==> config.mk <==
export PLATFORM = sky130hd
export DESIGN_NAME = mult_div_flat
export DESIGN_NICKNAME = d
export VERILOG_FILES = /design/src/rtl/mult_div_if.sv /design/src/rtl/mult_div.sv /design/src/flat_wrapper.sv
export SDC_FILE = /design/constraint.sdc
export NUM_CORES = 2
export LEC_CHECK = 0
export CORE_MARGIN = 4
export CORE_UTILIZATION = 38
export CTS_BUF_LIST = sky130_fd_sc_hd__clkbuf_16
export DETAILED_ROUTE_END_ITERATION = 12
export SLEW_MARGIN = 0
export SYNTH_ARGS = -nofsm -noshare
export SYNTH_HDL_FRONTEND = slang
export SYNTH_SLANG_ARGS = --single-unit
==> constraint.sdc <==
create_clock -name clk -period 9.2 [get_ports clk]
set_input_delay 1.84 -clock clk [delete_from_list [all_inputs] [get_ports clk]]
set_output_delay 1.84 -clock clk [all_outputs]
set_load 0.1 [all_outputs]
==> src/rtl/mult_div_if.sv <==
// Funct encodings and the EX-stage HI/LO multiply/divide bus.
// The decode package is shared by the unit and anything that drives it.
package mult_div_pkg;
  localparam logic [5:0] FUNCT_MULT   = 6'h18;
  localparam logic [5:0] FUNCT_MULTU  = 6'h19;
  localparam logic [5:0] FUNCT_DIV    = 6'h1a;
  localparam logic [5:0] FUNCT_DIVU   = 6'h1b;
  // SPECIAL2 codes remapped by ID into otherwise unused SPECIAL slots
  localparam logic [5:0] FUNCT2_MADD  = 6'h1c;
  localparam logic [5:0] FUNCT2_MADDU = 6'h1d;
  localparam logic [5:0] FUNCT2_MSUB  = 6'h1e;
  localparam logic [5:0] FUNCT2_MSUBU = 6'h1f;

  typedef enum logic [1:0] {ACC_NONE, ACC_ADD, ACC_SUB} acc_mode_t;
endpackage

interface mult_div_if;
  logic        flush;
  logic        start;
  logic [5:0]  funct;
  logic [31:0] operand_a;
  logic [31:0] operand_b;
  logic [31:0] hi_in;
  logic [31:0] lo_in;
  logic        stall_req;
  logic        busy;
  logic        done;
  logic [31:0] result_hi;
  logic [31:0] result_lo;

  modport master (
    output flush, start, funct, operand_a, operand_b, hi_in, lo_in,
    input  stall_req, busy, done, result_hi, result_lo
  );

  modport slave (
    input  flush, start, funct, operand_a, operand_b, hi_in, lo_in,
    output stall_req, busy, done, result_hi, result_lo
  );
endinterface

==> src/rtl/mult_div.sv <==
// Iterative HI/LO multiply / multiply-accumulate / restoring divide unit.
// Stalls the pipeline while working and pulses done with {HI,LO} results.
module mult_div
  import mult_div_pkg::*;
(
  input  logic        clk,
  input  logic        rst_n,
  mult_div_if.slave   bus
);

  typedef enum logic [2:0] {IDLE, MUL, ACC, DIV, DONE} state_t;

  state_t      state, state_nxt;

  logic        dec_mul;
  logic        dec_div;
  logic        dec_signed;
  acc_mode_t   dec_acc;
  logic        accept;
  logic        div_zero;

  logic        op_signed;
  acc_mode_t   acc_mode;
  logic        neg_q;
  logic        neg_r;
  logic [31:0] a_q;        // multiplicand, or quotient/dividend shift register
  logic [31:0] b_q;        // multiplier, or divisor magnitude
  logic [31:0] rem;
  logic [4:0]  cnt;
  logic [63:0] product;
  logic [31:0] result_hi;
  logic [31:0] result_lo;

  logic [63:0] a_ext;
  logic [63:0] b_ext;
  logic [63:0] product_nxt;
  logic [33:0] trial;
  logic        ge;
  logic [31:0] rem_nxt;
  logic [31:0] quo_nxt;

  // NOTE: every signal assigned in an always_comb gets a default first so no
  // path leaves it unassigned, which would otherwise infer a latch.
  always_comb begin
    dec_mul    = 1'b0;
    dec_div    = 1'b0;
    dec_signed = 1'b0;
    dec_acc    = ACC_NONE;
    unique case (bus.funct)
      FUNCT_MULT:   begin dec_mul = 1'b1; dec_signed = 1'b1; end
      FUNCT_MULTU:  dec_mul = 1'b1;
      FUNCT2_MADD:  begin dec_mul = 1'b1; dec_signed = 1'b1; dec_acc = ACC_ADD; end
      FUNCT2_MADDU: begin dec_mul = 1'b1; dec_acc = ACC_ADD; end
      FUNCT2_MSUB:  begin dec_mul = 1'b1; dec_signed = 1'b1; dec_acc = ACC_SUB; end
      FUNCT2_MSUBU: begin dec_mul = 1'b1; dec_acc = ACC_SUB; end
      FUNCT_DIV:    begin dec_div = 1'b1; dec_signed = 1'b1; end
      FUNCT_DIVU:   dec_div = 1'b1;
      default: ;
    endcase
  end

  assign accept   = (state == IDLE) && bus.start && (dec_mul || dec_div) && !bus.flush;
  assign div_zero = (bus.operand_b == 32'd0);

  always_comb begin
    state_nxt = state;
    if (bus.flush) begin
      state_nxt = IDLE;
    end else begin
      unique case (state)
        IDLE: if (accept) state_nxt = dec_mul ? MUL : (div_zero ? DONE : DIV);
        MUL:  state_nxt = ACC;
        ACC:  state_nxt = DONE;
        DIV:  if (cnt == 5'd31) state_nxt = DONE;
        DONE: state_nxt = IDLE;
        default: state_nxt = IDLE;
      endcase
    end
  end

  // NOTE: sequential state uses non-blocking assignments so every register
  // samples the pre-edge values regardless of statement order.
  always_ff @(posedge clk or negedge rst_n) begin
    if (!rst_n) state <= IDLE;
    else        state <= state_nxt;
  end

  // Low 64 bits of a product are the same for signed and unsigned operands
  // once both are extended to 64 bits, so one multiplier serves both.
  assign a_ext       = {{32{op_signed & a_q[31]}}, a_q};
  assign b_ext       = {{32{op_signed & b_q[31]}}, b_q};
  assign product_nxt = a_ext * b_ext;

  // One restoring step: shift the next dividend bit into the partial
  // remainder and subtract the divisor if it fits.
  assign trial   = {1'b0, rem, a_q[31]} - {2'b00, b_q};
  assign ge      = ~trial[33];
  assign rem_nxt = ge ? trial[31:0] : {rem[30:0], a_q[31]};
  assign quo_nxt = {a_q[30:0], ge};

  // NOTE: the datapath registers are reset too; results must read as zero
  // after reset and the op kind must not leak from an abandoned operation.
  always_ff @(posedge clk or negedge rst_n) begin
    if (!rst_n) begin
      op_signed <= 1'b0;
      acc_mode  <= ACC_NONE;
      neg_q     <= 1'b0;
      neg_r     <= 1'b0;
      a_q       <= '0;
      b_q       <= '0;
      rem       <= '0;
      cnt       <= '0;
      product   <= '0;
      result_hi <= '0;
      result_lo <= '0;
    end else if (!bus.flush) begin
      unique case (state)
        IDLE: begin
          if (accept) begin
            op_signed <= dec_signed;
            acc_mode  <= dec_acc;
            cnt       <= '0;
            rem       <= '0;
            if (dec_mul) begin
              a_q <= bus.operand_a;
              b_q <= bus.operand_b;
            end else begin
              a_q   <= (dec_signed && bus.operand_a[31]) ? -bus.operand_a : bus.operand_a;
              b_q   <= (dec_signed && bus.operand_b[31]) ? -bus.operand_b : bus.operand_b;
              neg_q <= dec_signed && (bus.operand_a[31] ^ bus.operand_b[31]);
              neg_r <= dec_signed && bus.operand_a[31];
              if (div_zero) begin
                result_hi <= bus.operand_a;
                result_lo <= 32'hffff_ffff;
              end
            end
          end
        end
        MUL: product <= product_nxt;
        ACC: begin
          unique case (acc_mode)
            ACC_ADD: {result_hi, result_lo} <= product + {bus.hi_in, bus.lo_in};
            ACC_SUB: {result_hi, result_lo} <= {bus.hi_in, bus.lo_in} - product;
            default: {result_hi, result_lo} <= product;
          endcase
        end
        DIV: begin
          a_q <= quo_nxt;
          rem <= rem_nxt;
          cnt <= cnt + 5'd1;
          if (cnt == 5'd31) begin
            result_lo <= neg_q ? -quo_nxt : quo_nxt;
            result_hi <= neg_r ? -rem_nxt : rem_nxt;
          end
        end
        default: ;
      endcase
    end
  end

  assign bus.stall_req = accept || (state == MUL) || (state == ACC) || (state == DIV);
  assign bus.busy      = (state != IDLE);
  assign bus.done      = (state == DONE);
  assign bus.result_hi = result_hi;
  assign bus.result_lo = result_lo;

endmodule

==> src/flat_wrapper.sv <==
// flat-port wrapper written by rule: the top's interface ports become plain ports
module mult_div_flat import mult_div_pkg::*;
  (clk, rst_n, bus_flush, bus_start, bus_funct, bus_operand_a, bus_operand_b, bus_hi_in, bus_lo_in, bus_stall_req, bus_busy, bus_done, bus_result_hi, bus_result_lo);
  mult_div_if bus_i ();
  input  logic clk;
  input  logic rst_n;
  input wire logic [$bits(bus_i.flush)-1:0] bus_flush;
  input wire logic [$bits(bus_i.start)-1:0] bus_start;
  input wire logic [$bits(bus_i.funct)-1:0] bus_funct;
  input wire logic [$bits(bus_i.operand_a)-1:0] bus_operand_a;
  input wire logic [$bits(bus_i.operand_b)-1:0] bus_operand_b;
  input wire logic [$bits(bus_i.hi_in)-1:0] bus_hi_in;
  input wire logic [$bits(bus_i.lo_in)-1:0] bus_lo_in;
  output wire logic [$bits(bus_i.stall_req)-1:0] bus_stall_req;
  output wire logic [$bits(bus_i.busy)-1:0] bus_busy;
  output wire logic [$bits(bus_i.done)-1:0] bus_done;
  output wire logic [$bits(bus_i.result_hi)-1:0] bus_result_hi;
  output wire logic [$bits(bus_i.result_lo)-1:0] bus_result_lo;
  assign bus_i.flush = bus_flush;
  assign bus_i.start = bus_start;
  assign bus_i.funct = bus_funct;
  assign bus_i.operand_a = bus_operand_a;
  assign bus_i.operand_b = bus_operand_b;
  assign bus_i.hi_in = bus_hi_in;
  assign bus_i.lo_in = bus_lo_in;
  assign bus_stall_req = bus_i.stall_req;
  assign bus_busy = bus_i.busy;
  assign bus_done = bus_i.done;
  assign bus_result_hi = bus_i.result_hi;
  assign bus_result_lo = bus_i.result_lo;
  mult_div u_core (.clk(clk), .rst_n(rst_n), .bus(bus_i));
endmodule
[Word-level counts from Yosys, hierarchy flattened]
Index checks and enable logic that the tools add are counted.
Word-level totals
  bits of input ports: 138
  logic and storage cells: 110
  register bits after elaboration: 237
Cells by class
  multiply operators: 1
  reductions and logical operators: 27
  bitwise gates (word level): 6
  equal/unequal tests: 21
  multiplexer cells: 35
  add/sub/neg operators: 8
Operators with widths (number)
  $mux 32: 17
  $pmux 32 s2: 4
  $pmux 32 s3: 2
  $neg 32->32: 4
  $add 64x64->64: 1
  $mul 33x33->64: 1
  $sub 64x64->64: 1
  $eq 6x5->1 const B: 8
  $sub 33x32->34: 1
  $logic_not 32->1: 1
  $mux 3: 5
  $pmux 3 s4: 1
  $pmux 5 s2: 1
  $eq 3x2->1 const B: 2
  $logic_and 1x1->1: 6
  $ne 2x1->1 const B: 3
  $ne 3x2->1 const B: 2
  $reduce_and 3->1: 2
  $reduce_and 6->1: 1
  $reduce_bool 3->1: 2
  $reduce_or 2->1: 3
  $reduce_or 6->1: 1
  $add 5x1->5 const B: 1
  $eq 5x5->1 const B: 1
  18 further kinds: 27

[Depth between registers and ports, before layout]
  depth after elaboration: 9
  depth in mapped cells: 32
  mapped depth without buffers: 30

[Worst setup path after synthesis]
No wires, ideal clock.
  kind: reg2reg
  from: reg u_core.a_q[31]
  to: reg u_core.product[62]
  stages on the path, launching flop included: 31
  setup time: 0.135 ns
  required time: 9.065 ns
  setup slack: 1.129 ns
  data arrival time: 7.937 ns
  cell sequence: dfrtp_1 > clkbuf_1 > and2_0 > clkbuf_1 > nand2_1 > inv_1 > fa_1 > fa_1 > fa_1 > inv_1 > fa_1 > inv_1 > fa_1 > fa_1 > fa_1 > inv_1 > fa_1 > inv_1 > ha_1 > clkbuf_1 > nand2_1 > nor2_1 > and4_1 > nand3_1 > a21oi_1 > nor3_1 > or2_2 > o31a_1 > a31oi_1 > xnor2_1 > o21ai_0
On the way
  word-level cells in the longest chain between the ends: 2
Ends and longest elaborated chain
  start: declaration: RTL line mult_div.sv:26  | logic [31:0] a_q;
  start signal: assignment: RTL line mult_div.sv:125  | a_q <= bus.operand_a;
  start signal: assignment: RTL line mult_div.sv:128  | a_q <= (dec_signed && bus.operand_a[31]) ? -bus.operand_a : bus.operand_a;
  start signal: assignment: RTL line mult_div.sv:148  | a_q <= quo_nxt;
  $and 1x1->1: RTL line mult_div.sv:90  | assign a_ext = {{32{op_signed & a_q[31]}}, a_q};
  $mul 33x33->64 *: RTL line mult_div.sv:92  | assign product_nxt = a_ext * b_ext;
  end signal: assignment: RTL line mult_div.sv:139  | MUL: product <= product_nxt;
  end: declaration: RTL line mult_div.sv:30  | logic [63:0] product;
Mark *: on every way between the ends. The rest lies on a longest branch, timed or not.
A chain may end at the register's enable or synchronous reset.

[Worst setup path in the final report]
  from: reg u_core.b_q[0]
  to: reg u_core.product[31]
On the way
  word-level cells in the longest chain between the ends: 1
Ends and longest elaborated chain
  start: declaration: RTL line mult_div.sv:27  | logic [31:0] b_q;
  start signal: assignment: RTL line mult_div.sv:126  | b_q <= bus.operand_b;
  start signal: assignment: RTL line mult_div.sv:129  | b_q <= (dec_signed && bus.operand_b[31]) ? -bus.operand_b : bus.operand_b;
  $mul 33x33->64: RTL line mult_div.sv:92
Every way passes these cells.

==> impl_metrics.py <==
metrics = {
    "route": {
        "wl_per_cell_um": 24.1,
        "vias": 52313,
        "antenna_left": 0,
        "drt_drc_violations_left": 0,
        "drt-total-wl_um": 227000,
        "detail_route.first_pass.iterations": 6,
        "vias_per_cell": 5.55,
        "drt_iter0_drc": 4505,
    },
    "cells_and_area": {
        "layoutNonFillerInstCount": 9421,
        "fin_area_mm2": 0.0670,
        "syn_to_final_growth_pct": 9.20,
        "proportion_of_layout_cells_with_a_drive_suffix_above_1_pct": 4.69,
        "layout.nets": 8872,
        "fillCellCount": 16128,
    },
    "synth": {
        "synth_top_area_cell": "fa_1",
        "synth_area_per_cell_um2": 8.45,
        "synth_nets": 8903,
        "synth-seq-area-share_pct": 9.66,
        "ys.warnings.count": 0,
        "yosysUniqueCellTypes": 110,
        "synth.top_cells.by_count": "inv_1, fa_1, nand2_1",
        "synthMostInstantiatedCell": "inv_1",
        "number_of_flops_mapped_to_enable_cells_by_yosys": 0,
        "syn_inst": 7258,
        "netlist_top_cells_area": "fa_1, dfrtp_1, inv_1",
        "synth-main-ff-cell": "dfrtp_1",
        "ys_async_sr_fraction_pct": 100,
        "mappedNetlistArea_mm2": 0.0614,
        "synth.ff_latch_count": 237,
        "synth_top_cell_area_share_pct": 36.8,
    },
    "timing": {
        "fin_skew_ns": 0.0427,
        "timing.setup.tns_ns": 0,
        "slew_headroom_pct": 21.6,
        "post-route-min-period_ns": 8.86,
        "achievable_freq_ghz": 0.113,
        "final.period_utilization_pct": 96.3,
        "unrepaired_setup_endpoints_after_global_routing": "no",
        "slew_viol_final": 0,
        "tightest_slew_ns": 1.18,
        "hold_ws_ns": 0.485,
        "setup_violations": 0,
        "timing_hold_violations_final": 0,
    },
    "cts": {
        "clock-sinks": 237,
        "cts.root.buffer_cell": "clkbuf_16",
        "worstSkewPairLatency_ns": 0.63,
        "clockBufferDepth": 3,
        "tritoncts": "yes",
        "cts_htree_levels": 2,
        "post-cts-setup-buffers": 0,
        "cts.reportedPaths.clkPinSlew_ns": 0.07,
        "tritoncts.num_buffers": 36,
    },
    "setup_path": {
        "crit_fanout": 21,
        "end_kind": "flop",
        "timing.critical_path.slowest_cell_delay_ns": 0.61,
        "start_kind": "flop",
        "worst-endpoint-required_ns": 9.67,
        "critPathArrivalTime_ns": 9.33,
        "worst-setup-path-type": "reg -> reg",
        "rrSetupSlack_ns": 0.34,
        "critical_path.most_common_cell": "fa_1",
        "cp_slowest_cell": "xor2_1",
    },
    "grt": {
        "grt.overflow.total": 0,
        "antenna_found_initial": 15,
        "first_pass_grt_wire_length_um": 345000,
        "grt_start_max_net_pins": 83,
        "grt_pass1_vias": 53917,
        "grt_usage_pct": 27.0,
    },
    "floorplanning": {
        "row_count": 147,
        "die-area_mm2": 0.168,
        "top_level_ports": 205,
        "core_region_area_mm2": 0.161,
        "chipWidth_um": 410,
        "floorplan.initialDensity_pct": 38.2,
        "die_y_um": 410,
    },
    "run_status": {
        "run_status": "completed",
    },
    "place": {
        "port_buffers": 204,
        "placedInstanceArea_mm2": 0.0657,
        "dp_wirelength_um": 187000,
        "gp_congestion": 0.951,
        "placed_cells": 9349,
    },
    "run": {
        "max-cap-violations": 0,
    },
    "min_path": {
        "timing.hold.worst.class": "reg -> reg",
    },
}
-- metal layers --
| metal | GRT usage (%) | up-vias | part of all wire (%) |
|---|---|---|---|
| li1 | - | 22994 | - |
| met1 | 35.8 | 26827 | 41 |
| met2 | 44.5 | 2081 | 47 |
| met3 | 4.09 | 403 | 7.2 |
| met4 | 10.4 | 8 | 4.6 |
| met5 | 0 | - | 0.025 |
-- repair_timing --
item                                    4_1_cts  5_1_grt
hold buffers                                  0        0
resized for setup                             0       16
endpoints found under the setup margin        0       10
-- flip-flops by register name (all words and copies together) (netlist names), 2 cells and up --
name                  flops
u_core.product           64
u_core.a_q               32
u_core.acc_mode           2
u_core.rem               32
u_core.bus.result_lo     32
u_core.bus.result_hi     32
u_core.state              3
u_core.cnt                5
u_core.b_q               32
-- placed cells by master, fill, tap and decap left out, types with 32 or more instances in the layout --
cell and instances:
nor4_1 42, a211oi_1 48, nor2b_1 34, o31ai_1 58, fa_1 1128, o21bai_1 45, a21o_1 81, inv_1 1290
clkdlybuf4s50_1 203, xnor2_1 192, xor2_1 97, buf_4 162, nand2_1 990, nor2_1 338, nor3_1 65, or3_1 33
a21oi_1 360, nand3_1 84, ha_1 377, and3_1 41, a221oi_1 48, nand4_1 45, a31oi_1 52, nand2b_1 32
clkbuf_16 36, o21ai_0 314, and2_1 346, dfrtp_1 223
-- final timing paths --
check | from | end | depth (start not counted)
max | u_core.b_q[0]$_DFFE_PN0P_ | u_core.product[31]$_DFFE_PN0P_ | 28
min | u_core.bus.result_hi[7]$_DFFE_PN0P_ | u_core.bus.result_hi[7]$_DFFE_PN0P_ | 2
max reg2reg | u_core.b_q[0]$_DFFE_PN0P_ | u_core.product[31]$_DFFE_PN0P_ | 28
min reg2reg | u_core.bus.result_hi[7]$_DFFE_PN0P_ | u_core.bus.result_hi[7]$_DFFE_PN0P_ | 2
max in group asynchronous | rst_n | u_core.rem[28]$_DFFE_PN0P_ | 3
min in group asynchronous | rst_n | u_core.bus.result_lo[25]$_DFFE_PN0P_ | 1
-- kinds of logic after synthesis --
logic type	after synthesis	synth area share, %
buffers and inverters	1733	10.8
DFF	237	9.66
adders and majority gates	1507	44.5
and+or+nand+nor	2151	16.6
muxes	35	0.597
xor gates and xnor gates	290	4.15
AOI/OAI and AO/OA	1305	13.7
-- stage by stage --
stage               util (%)  setup slack [ns]
floorplan                  -              1.13
global placement        40.9             0.116
detailed placement      40.9             0.129
CTS                     41.7             0.114
global route            41.7           0.00886
finish                  41.7             0.337
-- final cells by class --
cell class / count / area, um2 / share of cell area [%]
multi-input combinational: 5288 / 48900 / 73.0
sequential: 237 / 5950 / 8.88
inverter: 1295 / 4860 / 7.26
timing repair buffer: 369 / 3320 / 4.96
tap: 2160 / 2700 / 4.03
clock buffer: 36 / 901 / 1.34
clock inverter: 29 / 364 / 0.543
antenna: 7 / 17.5 / 0.0261
-- critical path: cells and delay by family, from the launching register on --
kind	cells	cell delay (ns)
AND/OR/NAND/NOR	4	0.81
flip-flops	1	0.60
AO/OA/AOI/OAI	7	1.73
XOR/XNOR	1	0.61
buffers and inverters	7	0.65
adder cells (fa/ha/maj)	9	4.33
Power is not shown: default switching activity piles up to over one toggle a cycle in this logic, so the estimate is an artifact.
